==> src/rtl/fog_err_demod_mc_pkg.sv <==
// Shared types and helpers for the FOG multi-channel demodulator.
package fog_err_demod_mc_pkg;

    typedef enum logic [1:0] {
        IDLE = 2'd0,
        WAIT = 2'd1,
        ACC  = 2'd2,
        HOLD = 2'd3
    } state_t;

    localparam int MAX_CH = 8;
    localparam int SAT_W  = 64;

    // Clamp a wide signed value into the signed range of w bits (w < 64).
    function automatic logic signed [SAT_W-1:0] sat_signed(
        input logic signed [SAT_W-1:0] v,
        input int unsigned             w
    );
        logic signed [SAT_W-1:0] mx;
        logic signed [SAT_W-1:0] mn;
        mx = (64'sd1 <<< (w - 1)) - 64'sd1;
        mn = -mx - 64'sd1;
        if (v > mx) return mx;
        if (v < mn) return mn;
        return v;
    endfunction

endpackage

==> src/rtl/fog_err_demod_mc_half_acc.sv <==
// Per-channel accumulator, half-average register and
// diff/offset/saturate stage of the FOG demodulator.
module fog_err_demod_mc_half_acc
    import fog_err_demod_mc_pkg::*;
#(
    parameter int ADC_BIT      = 14,
    parameter int OUT_W        = 32,
    parameter int MAX_AVG_LOG2 = 8,
    parameter int AVG_W        = 4
) (
    input  logic               clk_i,
    input  logic               rst_i,
    input  logic               acc_en_i,
    input  logic               acc_clr_i,
    input  logic               latch_hi_i,
    input  logic               latch_lo_i,
    input  logic               pair_i,
    input  logic               upd_i,
    input  logic               pol_i,
    input  logic [AVG_W-1:0]   avg_sel_i,
    input  logic [ADC_BIT-1:0] adc_i,
    input  logic [OUT_W-1:0]   offset_i,
    output logic [OUT_W-1:0]   err_o,
    output logic               sat_o
);

    localparam int ACC_W = ADC_BIT + MAX_AVG_LOG2;
    localparam int DW    = ADC_BIT + 2;

    logic signed [ACC_W-1:0]   acc_q;
    logic signed [ADC_BIT-1:0] hi_q;
    logic        [OUT_W-1:0]   res_q;
    logic        [OUT_W-1:0]   err_q;
    logic                      sat_q;

    logic signed [ACC_W-1:0]   smp_w;
    logic signed [ACC_W-1:0]   sum_w;
    logic signed [ADC_BIT-1:0] avg_w;
    logic signed [DW-1:0]      diff_w;
    logic signed [DW-1:0]      dpol_w;
    logic signed [SAT_W-1:0]   d64_w;
    logic signed [SAT_W-1:0]   o64_w;
    logic signed [SAT_W-1:0]   s64_w;
    logic signed [SAT_W-1:0]   sat_w;
    logic                      ovf_w;

    // The average includes the sample arriving on the latch clock.
    always_comb begin
        smp_w  = {{MAX_AVG_LOG2{adc_i[ADC_BIT-1]}}, adc_i};
        sum_w  = acc_q + smp_w;
        avg_w  = ADC_BIT'(sum_w >>> avg_sel_i);
        diff_w = {{2{hi_q[ADC_BIT-1]}}, hi_q}
               - {{2{avg_w[ADC_BIT-1]}}, avg_w};
        dpol_w = pol_i ? -diff_w : diff_w;
        d64_w  = {{(SAT_W-DW){dpol_w[DW-1]}}, dpol_w};
        o64_w  = {{(SAT_W-OUT_W){offset_i[OUT_W-1]}}, offset_i};
        s64_w  = d64_w + o64_w;
        sat_w  = sat_signed(s64_w, OUT_W);
        ovf_w  = (sat_w != s64_w);
    end

    always_ff @(posedge clk_i) begin
        if (rst_i) begin
            acc_q <= '0;
            hi_q  <= '0;
            res_q <= '0;
            err_q <= '0;
            sat_q <= 1'b0;
        end else begin
            if (acc_clr_i) begin
                acc_q <= '0;
            end else if (acc_en_i) begin
                acc_q <= sum_w;
            end
            if (latch_hi_i) begin
                hi_q <= avg_w;
            end
            if (latch_lo_i && pair_i) begin
                res_q <= OUT_W'(sat_w);
                if (ovf_w) begin
                    sat_q <= 1'b1;
                end
            end
            if (upd_i) begin
                err_q <= res_q;
            end
        end
    end

    assign err_o = err_q;
    assign sat_o = sat_q;

endmodule

==> src/rtl/fog_err_demod_mc.sv <==
// Multi-channel square-wave demodulator for the FOG closed loop:
// shared half-period FSM driving one accumulator slice per axis.
module fog_err_demod_mc
    import fog_err_demod_mc_pkg::*;
#(
    parameter int N_CH         = 3,
    parameter int ADC_BIT      = 14,
    parameter int OUT_W        = 32,
    parameter int MAX_AVG_LOG2 = 8,
    parameter int DLY_CYC      = 4
) (
    input  logic                    i_clk,
    input  logic                    i_rst,
    input  logic                    i_status,
    input  logic                    i_trig,
    input  logic                    i_polarity,
    input  logic [31:0]             i_wait_cnt,
    input  logic [31:0]             i_avg_sel,
    input  logic [N_CH*OUT_W-1:0]   i_err_offset,
    input  logic [N_CH*ADC_BIT-1:0] i_adc_data,
    output logic [N_CH*OUT_W-1:0]   o_err,
    output logic                    o_err_valid,
    output logic                    o_step_sync,
    output logic                    o_step_sync_dly,
    output logic [15:0]             o_miss_cnt,
    output logic [N_CH-1:0]         o_sat
);

    localparam int AVG_W = $clog2(MAX_AVG_LOG2 + 1);
    localparam int SMP_W = MAX_AVG_LOG2 + 1;

    state_t             state_q, state_d;
    logic [31:0]        wcnt_q, wcnt_d;
    logic [SMP_W-1:0]   scnt_q, scnt_d;
    logic [31:0]        wait_q;
    logic [AVG_W-1:0]   avg_q;
    logic               pol_q;
    logic               hi_half_q;
    logic               pair_q, pair_d;
    logic               cmp_q;
    logic               step_q;
    logic               valid_q;
    logic [15:0]        miss_q;
    logic [DLY_CYC-1:0] dly_q;

    logic [AVG_W-1:0]   avg_cl;
    logic [SMP_W-1:0]   lim;
    logic               in_acc;
    logic               last;
    logic               abort;
    logic               lat_hi;
    logic               lat_lo;

    always_comb begin
        avg_cl = (i_avg_sel > 32'(MAX_AVG_LOG2))
               ? AVG_W'(MAX_AVG_LOG2) : i_avg_sel[AVG_W-1:0];
        lim    = (SMP_W'(1) << avg_q) - SMP_W'(1);
        in_acc = (state_q == ACC);
        last   = in_acc && (scnt_q == lim);
        // A trig on the final sample completes the half instead of aborting.
        abort  = i_trig && ((state_q == WAIT) || (in_acc && !last));
        lat_hi = last && hi_half_q;
        lat_lo = last && !hi_half_q;
    end

    always_comb begin
        state_d = state_q;
        wcnt_d  = wcnt_q;
        scnt_d  = scnt_q;
        pair_d  = pair_q;
        unique case (state_q)
            IDLE: ;
            WAIT: begin
                if (wcnt_q == wait_q) begin
                    state_d = ACC;
                    scnt_d  = '0;
                end else begin
                    wcnt_d = wcnt_q + 32'd1;
                end
            end
            ACC: begin
                if (last) state_d = HOLD;
                else      scnt_d  = scnt_q + SMP_W'(1);
            end
            HOLD: ;
            default: state_d = IDLE;
        endcase
        if (i_trig) begin
            state_d = WAIT;
            wcnt_d  = '0;
        end
        if (lat_hi)         pair_d = 1'b1;
        if (lat_lo || abort) pair_d = 1'b0;
    end

    always_ff @(posedge i_clk) begin
        if (i_rst) begin
            state_q   <= IDLE;
            wcnt_q    <= '0;
            scnt_q    <= '0;
            wait_q    <= '0;
            avg_q     <= '0;
            pol_q     <= 1'b0;
            hi_half_q <= 1'b0;
            pair_q    <= 1'b0;
            cmp_q     <= 1'b0;
            step_q    <= 1'b0;
            valid_q   <= 1'b0;
            miss_q    <= '0;
            dly_q     <= '0;
        end else begin
            state_q <= state_d;
            wcnt_q  <= wcnt_d;
            scnt_q  <= scnt_d;
            pair_q  <= pair_d;
            if (i_trig) begin
                wait_q    <= i_wait_cnt;
                avg_q     <= avg_cl;
                pol_q     <= i_polarity;
                hi_half_q <= i_status;
            end
            if (abort && (miss_q != 16'hFFFF)) begin
                miss_q <= miss_q + 16'd1;
            end
            cmp_q  <= lat_lo && pair_q;
            step_q <= cmp_q;
            if (cmp_q) begin
                valid_q <= 1'b1;
            end
            dly_q <= DLY_CYC'({dly_q, step_q});
        end
    end

    for (genvar k = 0; k < N_CH; k++) begin : g_ch
        fog_err_demod_mc_half_acc #(
            .ADC_BIT      (ADC_BIT),
            .OUT_W        (OUT_W),
            .MAX_AVG_LOG2 (MAX_AVG_LOG2),
            .AVG_W        (AVG_W)
        ) u_acc (
            .clk_i      (i_clk),
            .rst_i      (i_rst),
            .acc_en_i   (in_acc),
            .acc_clr_i  (!in_acc),
            .latch_hi_i (lat_hi),
            .latch_lo_i (lat_lo),
            .pair_i     (pair_q),
            .upd_i      (cmp_q),
            .pol_i      (pol_q),
            .avg_sel_i  (avg_q),
            .adc_i      (i_adc_data[k*ADC_BIT +: ADC_BIT]),
            .offset_i   (i_err_offset[k*OUT_W +: OUT_W]),
            .err_o      (o_err[k*OUT_W +: OUT_W]),
            .sat_o      (o_sat[k])
        );
    end

    assign o_err_valid     = valid_q;
    assign o_step_sync     = step_q;
    assign o_step_sync_dly = dly_q[DLY_CYC-1];
    assign o_miss_cnt      = miss_q;

endmodule
==> config.mk <==
export PLATFORM = sky130hd
export DESIGN_NAME = fog_err_demod_mc
export DESIGN_NICKNAME = d
export VERILOG_FILES = /design/src/rtl/fog_err_demod_mc_pkg.sv /design/src/rtl/fog_err_demod_mc_half_acc.sv /design/src/rtl/fog_err_demod_mc.sv
export SDC_FILE = /design/constraint.sdc
export NUM_CORES = 1
export LEC_CHECK = 0
export ABC_AREA = 1
export ABC_CLOCK_PERIOD_IN_PS = 7000
export BUFFER_PORTS_ARGS = -buffer_cell sky130_fd_sc_hd__buf_2
export CAP_MARGIN = 25
export CORE_AREA = 2 2 299 301
export DETAILED_ROUTE_END_ITERATION = 10
export DIE_AREA = 0 0 301 303
export HOLD_SLACK_MARGIN = 0.1
export SLEW_MARGIN = 10
export SYNTH_ARGS = -nofsm -noshare
export SYNTH_HDL_FRONTEND = slang
export SYNTH_SLANG_ARGS = --single-unit
==> constraint.sdc <==
create_clock -name i_clk -period 7 [get_ports i_clk]
set_input_delay 0.7 -clock i_clk [delete_from_list [all_inputs] [get_ports i_clk]]
set_output_delay 0.7 -clock i_clk [all_outputs]
set_load 0.01 [all_outputs]
**Word level (Yosys, flattened, before mapping)**

Cells that the tools add are included.

- Register bits: 408
- Bits in latches: 0
- Bits in writable memories: 0
- Memory bits (read-only): 0
- Bits of input ports: 207
- Output and inout port bits: 118
- Word-level logic and storage cells: 126
- Memories: 0

- Add/subtract/negate cells: 16
- $mul: 0
- Divide/modulo/power cells: 0
- Magnitude comparators: 7
- Eq/ne operators: 13
- Shift operators: 4
- Multiplexer cells: 32
- Bitwise logic cells: 2
- Reduce and logical (&&, ||, !) cells: 23

Operators by type and width:

| operator | number |
|---|---|
| two-way mux 64 bit | 12 |
| greater-than comparator 64 x 32 -> 1 bit (second input constant) | 3 |
| < comparator 64 x 32 -> 1 bit (second input constant) | 3 |
| inequality test 64 bit | 3 |
| adder 16 x 32 -> 33 bit | 3 |
| adder 22 x 14 -> 22 bit | 3 |
| >>> shifter 22 x 4 -> 14 bit | 3 |
| two-way mux 16 bit | 3 |
| negator 16 bit | 3 |
| subtractor 14 x 14 -> 15 bit | 3 |
| adder 32 x 1 -> 32 bit (second input constant) | 1 |
| equality test 32 bit | 1 |
| greater-than comparator 32 x 4 -> 1 bit (second input constant) | 1 |
| two-way mux 9 bit | 2 |
| one-hot mux 9 bit (2 select lines) | 1 |
| adder 16 x 1 -> 16 bit (second input constant) | 1 |
| inequality test 16 bit (second input constant) | 1 |
| two-way mux 1 bit | 10 |
| adder 9 x 1 -> 9 bit (second input constant) | 1 |
| equality test 9 bit | 1 |
| AND reduction 3 bit | 3 |
| << shifter 1 x 4 -> 9 bit (first input constant) | 1 |
| subtractor 9 x 2 -> 9 bit (second input constant) | 1 |
| AND reduction 2 bit | 4 |
| other kinds (16) | 29 |

**Depth between registers and ports, before layout**

- Depth in word-level cells: 13
- Gate-level depth with buffers: 56

**Hierarchy**

From an unflattened synthesis, not the netlist that was laid out.

- Cell total of the unflattened synthesis: 5030
- Area total of the unflattened synthesis: 32331.0 µm²

Modules (own cells, without submodules):

| module | times used | cells each | area each (µm²) |
|---|---|---|---|
| fog_err_demod_mc_half_acc (g_ch[1].u_acc) | 1 | 1415 | 9012.4 |
| fog_err_demod_mc_half_acc (g_ch[2].u_acc) | 1 | 1390 | 8864.8 |
| fog_err_demod_mc_half_acc (g_ch[0].u_acc) | 1 | 1434 | 8829.7 |
| fog_err_demod_mc | 1 | 791 | 5624.1 |

**Least setup slack after synthesis**

No wires, ideal clock.

- Path kind: input port to flip-flop
- Start point: input port i_adc_data[14]
- End point: register g_ch[1].u_acc.res_q[25]
- Library setup time: 0.070 ns
- Arrival time: 7.023 ns
- Required time: 6.930 ns
- Setup slack: -0.093 ns
- Cell stages on the path: 49
- Path buffers: 1
- Cell sequence: ha_1 inv_1 fa_1 inv_1 nand2_1 o21ai_2 nand2_1 nand2_1 nand3_1 nand3b_1 nand2_1 o21ai_0 nand2_1 o21ai_0 o21ai_0 o221ai_1 ha_1 inv_1 [13 not listed] o21ai_1 ha_1 a21oi_1 o21ai_0 o21bai_1 a221oi_1 nand2_1 nand3_1 nand2_1 nand2_1 nand2_1 a21oi_1 xor2_1 or2_2 nand2_1 inv_1 buf_2 a21oi_1

- Longest elaborated chain between the ends: 11

RTL lines:

| item | RTL line | source |
|---|---|---|
| from (decl) | fog_err_demod_mc.sv:20 | `input logic [N_CH*ADC_BIT-1:0] i_adc_data,` |
| adder 22 x 14 -> 22 bit * | fog_err_demod_mc_half_acc.sv:50 | `sum_w = acc_q + smp_w;` |
| >>> shifter 22 x 4 -> 14 bit * | fog_err_demod_mc_half_acc.sv:51 | `avg_w = ADC_BIT'(sum_w >>> avg_sel_i);` |
| via g_ch[1].u_acc.avg_w[0] | fog_err_demod_mc_half_acc.sv:38 | `logic signed [ADC_BIT-1:0] avg_w;` |
| subtractor 14 x 14 -> 15 bit * | fog_err_demod_mc_half_acc.sv:53 | `- {{2{avg_w[ADC_BIT-1]}}, avg_w};` |
| negator 16 bit | fog_err_demod_mc_half_acc.sv:54 | `dpol_w = pol_i ? -diff_w : diff_w;` |
| two-way mux 16 bit * | fog_err_demod_mc_half_acc.sv:54 |  |
| adder 16 x 32 -> 33 bit * | fog_err_demod_mc_half_acc.sv:57 | `s64_w = d64_w + o64_w;` |
| < comparator 64 x 32 -> 1 bit | fog_err_demod_mc_pkg.sv:24 | `if (v < mn) return mn;` |
| two-way mux 1 bit (2 in a row) | fog_err_demod_mc_pkg.sv:24 |  |
| two-way mux 64 bit | fog_err_demod_mc_pkg.sv:25 | `return v;` |
| two-way mux 64 bit * | fog_err_demod_mc_pkg.sv:24 |  |
| to (signal assigned) | fog_err_demod_mc_half_acc.sv:79 | `res_q <= OUT_W'(sat_w);` |
| to (decl) | fog_err_demod_mc_half_acc.sv:32 | `logic [OUT_W-1:0] res_q;` |

Mark *: on every way through the listed nets, which the timed path passes. The rest lies on a longest branch. The select of a mux whose other input is x is not followed.
A chain may end at the register's enable or synchronous reset.

**Worst setup path after layout**

- Start point: register g_ch[1].u_acc.acc_q[0]
- End point: register g_ch[1].u_acc.res_q[15]

- Longest elaborated chain between the ends: 11

RTL lines:

| item | RTL line | source |
|---|---|---|
| from (decl) | fog_err_demod_mc_half_acc.sv:30 | `logic signed [ACC_W-1:0] acc_q;` |
| from (signal assigned) | fog_err_demod_mc_half_acc.sv:73 | `acc_q <= sum_w;` |
| adder 22 x 14 -> 22 bit * | fog_err_demod_mc_half_acc.sv:50 |  |
| >>> shifter 22 x 4 -> 14 bit * | fog_err_demod_mc_half_acc.sv:51 |  |
| subtractor 14 x 14 -> 15 bit * | fog_err_demod_mc_half_acc.sv:53 |  |
| negator 16 bit | fog_err_demod_mc_half_acc.sv:54 |  |
| two-way mux 16 bit * | fog_err_demod_mc_half_acc.sv:54 |  |
| adder 16 x 32 -> 33 bit * | fog_err_demod_mc_half_acc.sv:57 |  |
| < comparator 64 x 32 -> 1 bit | fog_err_demod_mc_pkg.sv:24 |  |
| two-way mux 1 bit (2 in a row) | fog_err_demod_mc_pkg.sv:24 |  |
| two-way mux 64 bit | fog_err_demod_mc_pkg.sv:25 |  |
| two-way mux 64 bit * | fog_err_demod_mc_pkg.sv:24 |  |

Every way passes the cells marked *; elsewhere a longest branch is shown, timed or not. The select of a mux whose other input is x is not followed.

==> results.yml <==
critical_path:
  cp.arrival_ns: 7.36
  critPathRequiredTime_ns: 7.53
  end_kind: "flop"
  crit_fanout: 14
  critPathTopFamily: "simple AND/OR/NAND/NOR gates"
  cp_common_cell: "nand2_1"
  critical_path.max_stage_delay_ns: 0.39
  start_kind: "flop"
  crit_type: "flop to flop"
  critPathSlowestCell: "fa_2"
  r2r_slack_ns: 0.17
  cp_num_buf_inv: 7
layout:
  nets: 6060
  area_growth_pct: 43.1
  n_fill_cell: 8938
  fin_util_pct: 48.3
  final_cell_mix: "nand2_1 (934), buf_4 (841), nor2_1 (464)"
  layout_commonest_cell: "nand2_1"
  drive_above_1_share_pct: 31.2
  stdcell_area_um2: 42500
floorplanning:
  initial_core_util_pct: 33.8
  die_h_um: 303
  core_um2: 88000
  ios: 325
  dieWidth_um: 301
  num_rows: 109
  die-area_um2: 91200
clock_tree:
  clkSinkCount: 408
  clock_tree.buffer_depth: 3
  cts_made_buffers: 51
  htree_num_levels: 2
  cts_hold_buffers: 0
  clk_latency_ns: 0.65
  cts-root-buf: "clkbuf_16"
  path_clk_slew_ns: 0.06
  cts_tree: "yes"
global_route:
  antenna_found_initial: 6
  grt_pass1_vias: 31200
  grt_max_degree: 125
  grtUsageTotal_pct: 21.6
  grt_pass1_wl_um: 161000
  grt_overflow: 0
min_path:
  hp-class: "input port to flop"
detailed_routing:
  antenna_left: 0
  top_layer: "met5"
  dr_wl_met2_um: 48400
  wl_um: 104000
  dr.pass1.iters: 6
  avgViaCountPerCell: 4.93
  wl_per_cell_um: 15.3
  met1Wirelength_um: 48200
  dr.first_iter.drc_count: 2005
  wl_met3_um: 4440
  drc: 0
  num_vias: 33600
pwr:
  vdd_drop_max_uv: 178
  p_leak_nw: 21.4
  p_per_area_nw_per_um2: 191
  totalPowerFinal_mw: 8.10
sta:
  slew_headroom_pct: 40.9
  finalHoldViolCount: 0
  tightest_slew_ns: 0.887
  final.min_clock_period_ns: 6.83
  setup_tns_ns: 0
  finalCritPeriodShare_pct: 97.6
  drv_slew: 0
  setup_viol: 0
  max_freq_ghz: 0.146
  fin_skew_ns: 0.0557
  rsz0062_at_grt: "yes"
yosys:
  synth-main-ff-cell: "dfxtp_1"
  syn-cell-area_um2: 29700
  synth.net_count: 4974
  yosysUniqueCellTypes: 60
  syn_area_per_cell_um2: 6.55
  synth_edf_count: 0
  ys_seq_area_share_pct: 27.5
  async_reset_ff_share_pct: 0
  ys_warn_count: 0
  syn_inst: 4539
  ys_ff_latch: 408
run_status:
  outcome: "finished, final reports clean"
placement:
  io_buffers: 324
  place_congestion: 0.943
  hpwlAfterDp_um: 79600
  postPlaceCellArea_um2: 38500
flow_run:
  cap_violations: 0
==> metal layers <==
layer  vias to the layer above  GRT usage, %
met4                         2          6.33
met5                         -             0
li1                      17300             -
met1                     15400          28.6
met2                       740          36.8
met3                       173          2.47
==> area by class of cell <==
class / count / area (um2) / share of cell area (%)
Antenna cell: 2 / 5.00 / 0.0118
Inverter: 483 / 1850 / 4.35
Multi-Input combinational cell: 3490 / 20900 / 49.2
Clock buffer: 65 / 1410 / 3.31
Timing Repair inverter: 1 / 8.76 / 0.0206
Tap cell: 1165 / 1460 / 3.43
Clock inverter: 23 / 273 / 0.641
Sequential cell: 408 / 8170 / 19.2
Timing Repair Buffer: 1190 / 8420 / 19.8
==> stage by stage <==
stage | cells | setup slack [ns] | hold WS, ns
2_1_floorplan | 4539 | 0.124 | 0.388
3_3_place_gp | 6695 | -1.26 | 0.400
3_5_place_dp | 6695 | -1.36 | 0.397
4_1_cts | 6792 | -0.0000702 | 0.226
5_1_grt | 6827 | -0.440 | 0.248
6_report | 6827 | 0.169 | 0.252
==> tightest hold or removal path: cells and delay by family <==
family                 cells  cell delay (ns)
buffers and inverters      1             0.08
and+or+nand+nor            1             0.04
AOI/OAI and AO/OA          1             0.05
==> report_power, final <==
| part | internal (mW) | switching, mW |
|---|---|---|
| Combinational | 1.48 | 1.59 |
| Clock | 1.54 | 1.14 |
| Sequential | 2.34 | 0.0136 |
| Total | 5.37 | 2.74 |
==> logic make-up after synthesis <==
family / share of synthesized area [%]
AND/OR/NAND/NOR: 31.4
AO/OA/AOI/OAI: 17.6
buffers and inverters: 8.39
flip-flops: 27.5
adder cells (fa/ha/maj): 9.83
XOR/XNOR: 5.21
multiplexers: 0.101
==> state kept, by name (all words and copies together) (netlist names) <==
register          flops
g_ch.u_acc.res_q     96
wait_q               32
pol_q                 1
g_ch.u_acc.acc_q     66
g_ch.u_acc.sat_o      3
wcnt_q               32
scnt_q                9
g_ch.u_acc.err_o     96
g_ch.u_acc.hi_q      42
o_miss_cnt           16
o_step_sync           1
state_q               2
avg_q                 4
pair_q                1
o_err_valid           1
cmp_q                 1
dly_q                 4
hi_half_q             1
==> path summary, 6_finish.rpt <==
| kind | start | to | cells past startpoint |
|---|---|---|---|
| setup / recovery | g_ch[1].u_acc.acc_q[0]$_SDFF_PP0_ | g_ch[1].u_acc.res_q[15]$_SDFFE_PP0P_ | 51 |
| hold / removal | i_wait_cnt[25] | wait_q[25]$_SDFFE_PP0P_ | 3 |
| setup reg to reg | g_ch[1].u_acc.acc_q[0]$_SDFF_PP0_ | g_ch[1].u_acc.res_q[15]$_SDFFE_PP0P_ | 51 |
| hold reg to reg | dly_q[2]$_SDFF_PP0_ | dly_q[3]$_SDFF_PP0_ | 2 |
==> timing repair <==
item	4_1_cts	5_1_grt
buffers inserted	8	24
setup endpoints to repair	98	99
resized for setup	93	348
pin swaps	24	96
gates cloned	1	6
==> cell usage after synthesis (29+ instances only) <==
master       n  area, um2
nor3_1      70        350
xor2_1     109        955
nor2_1     492       1850
ha_1       219       2740
inv_1      453       1700
xnor2_1     66        578
a21oi_1    380       1900
nand4_1     61        382
nand3_1    337       1690
clkbuf_1   100        375
nand2_1   1002       3760
a31oi_1     29        181
nand2_2     33        206
o21ai_1     32        160
o21ai_0    379       1900
dfxtp_1    408       8170
buf_2       34        170
No activity file was read; power rests on OpenSTA's default activity.
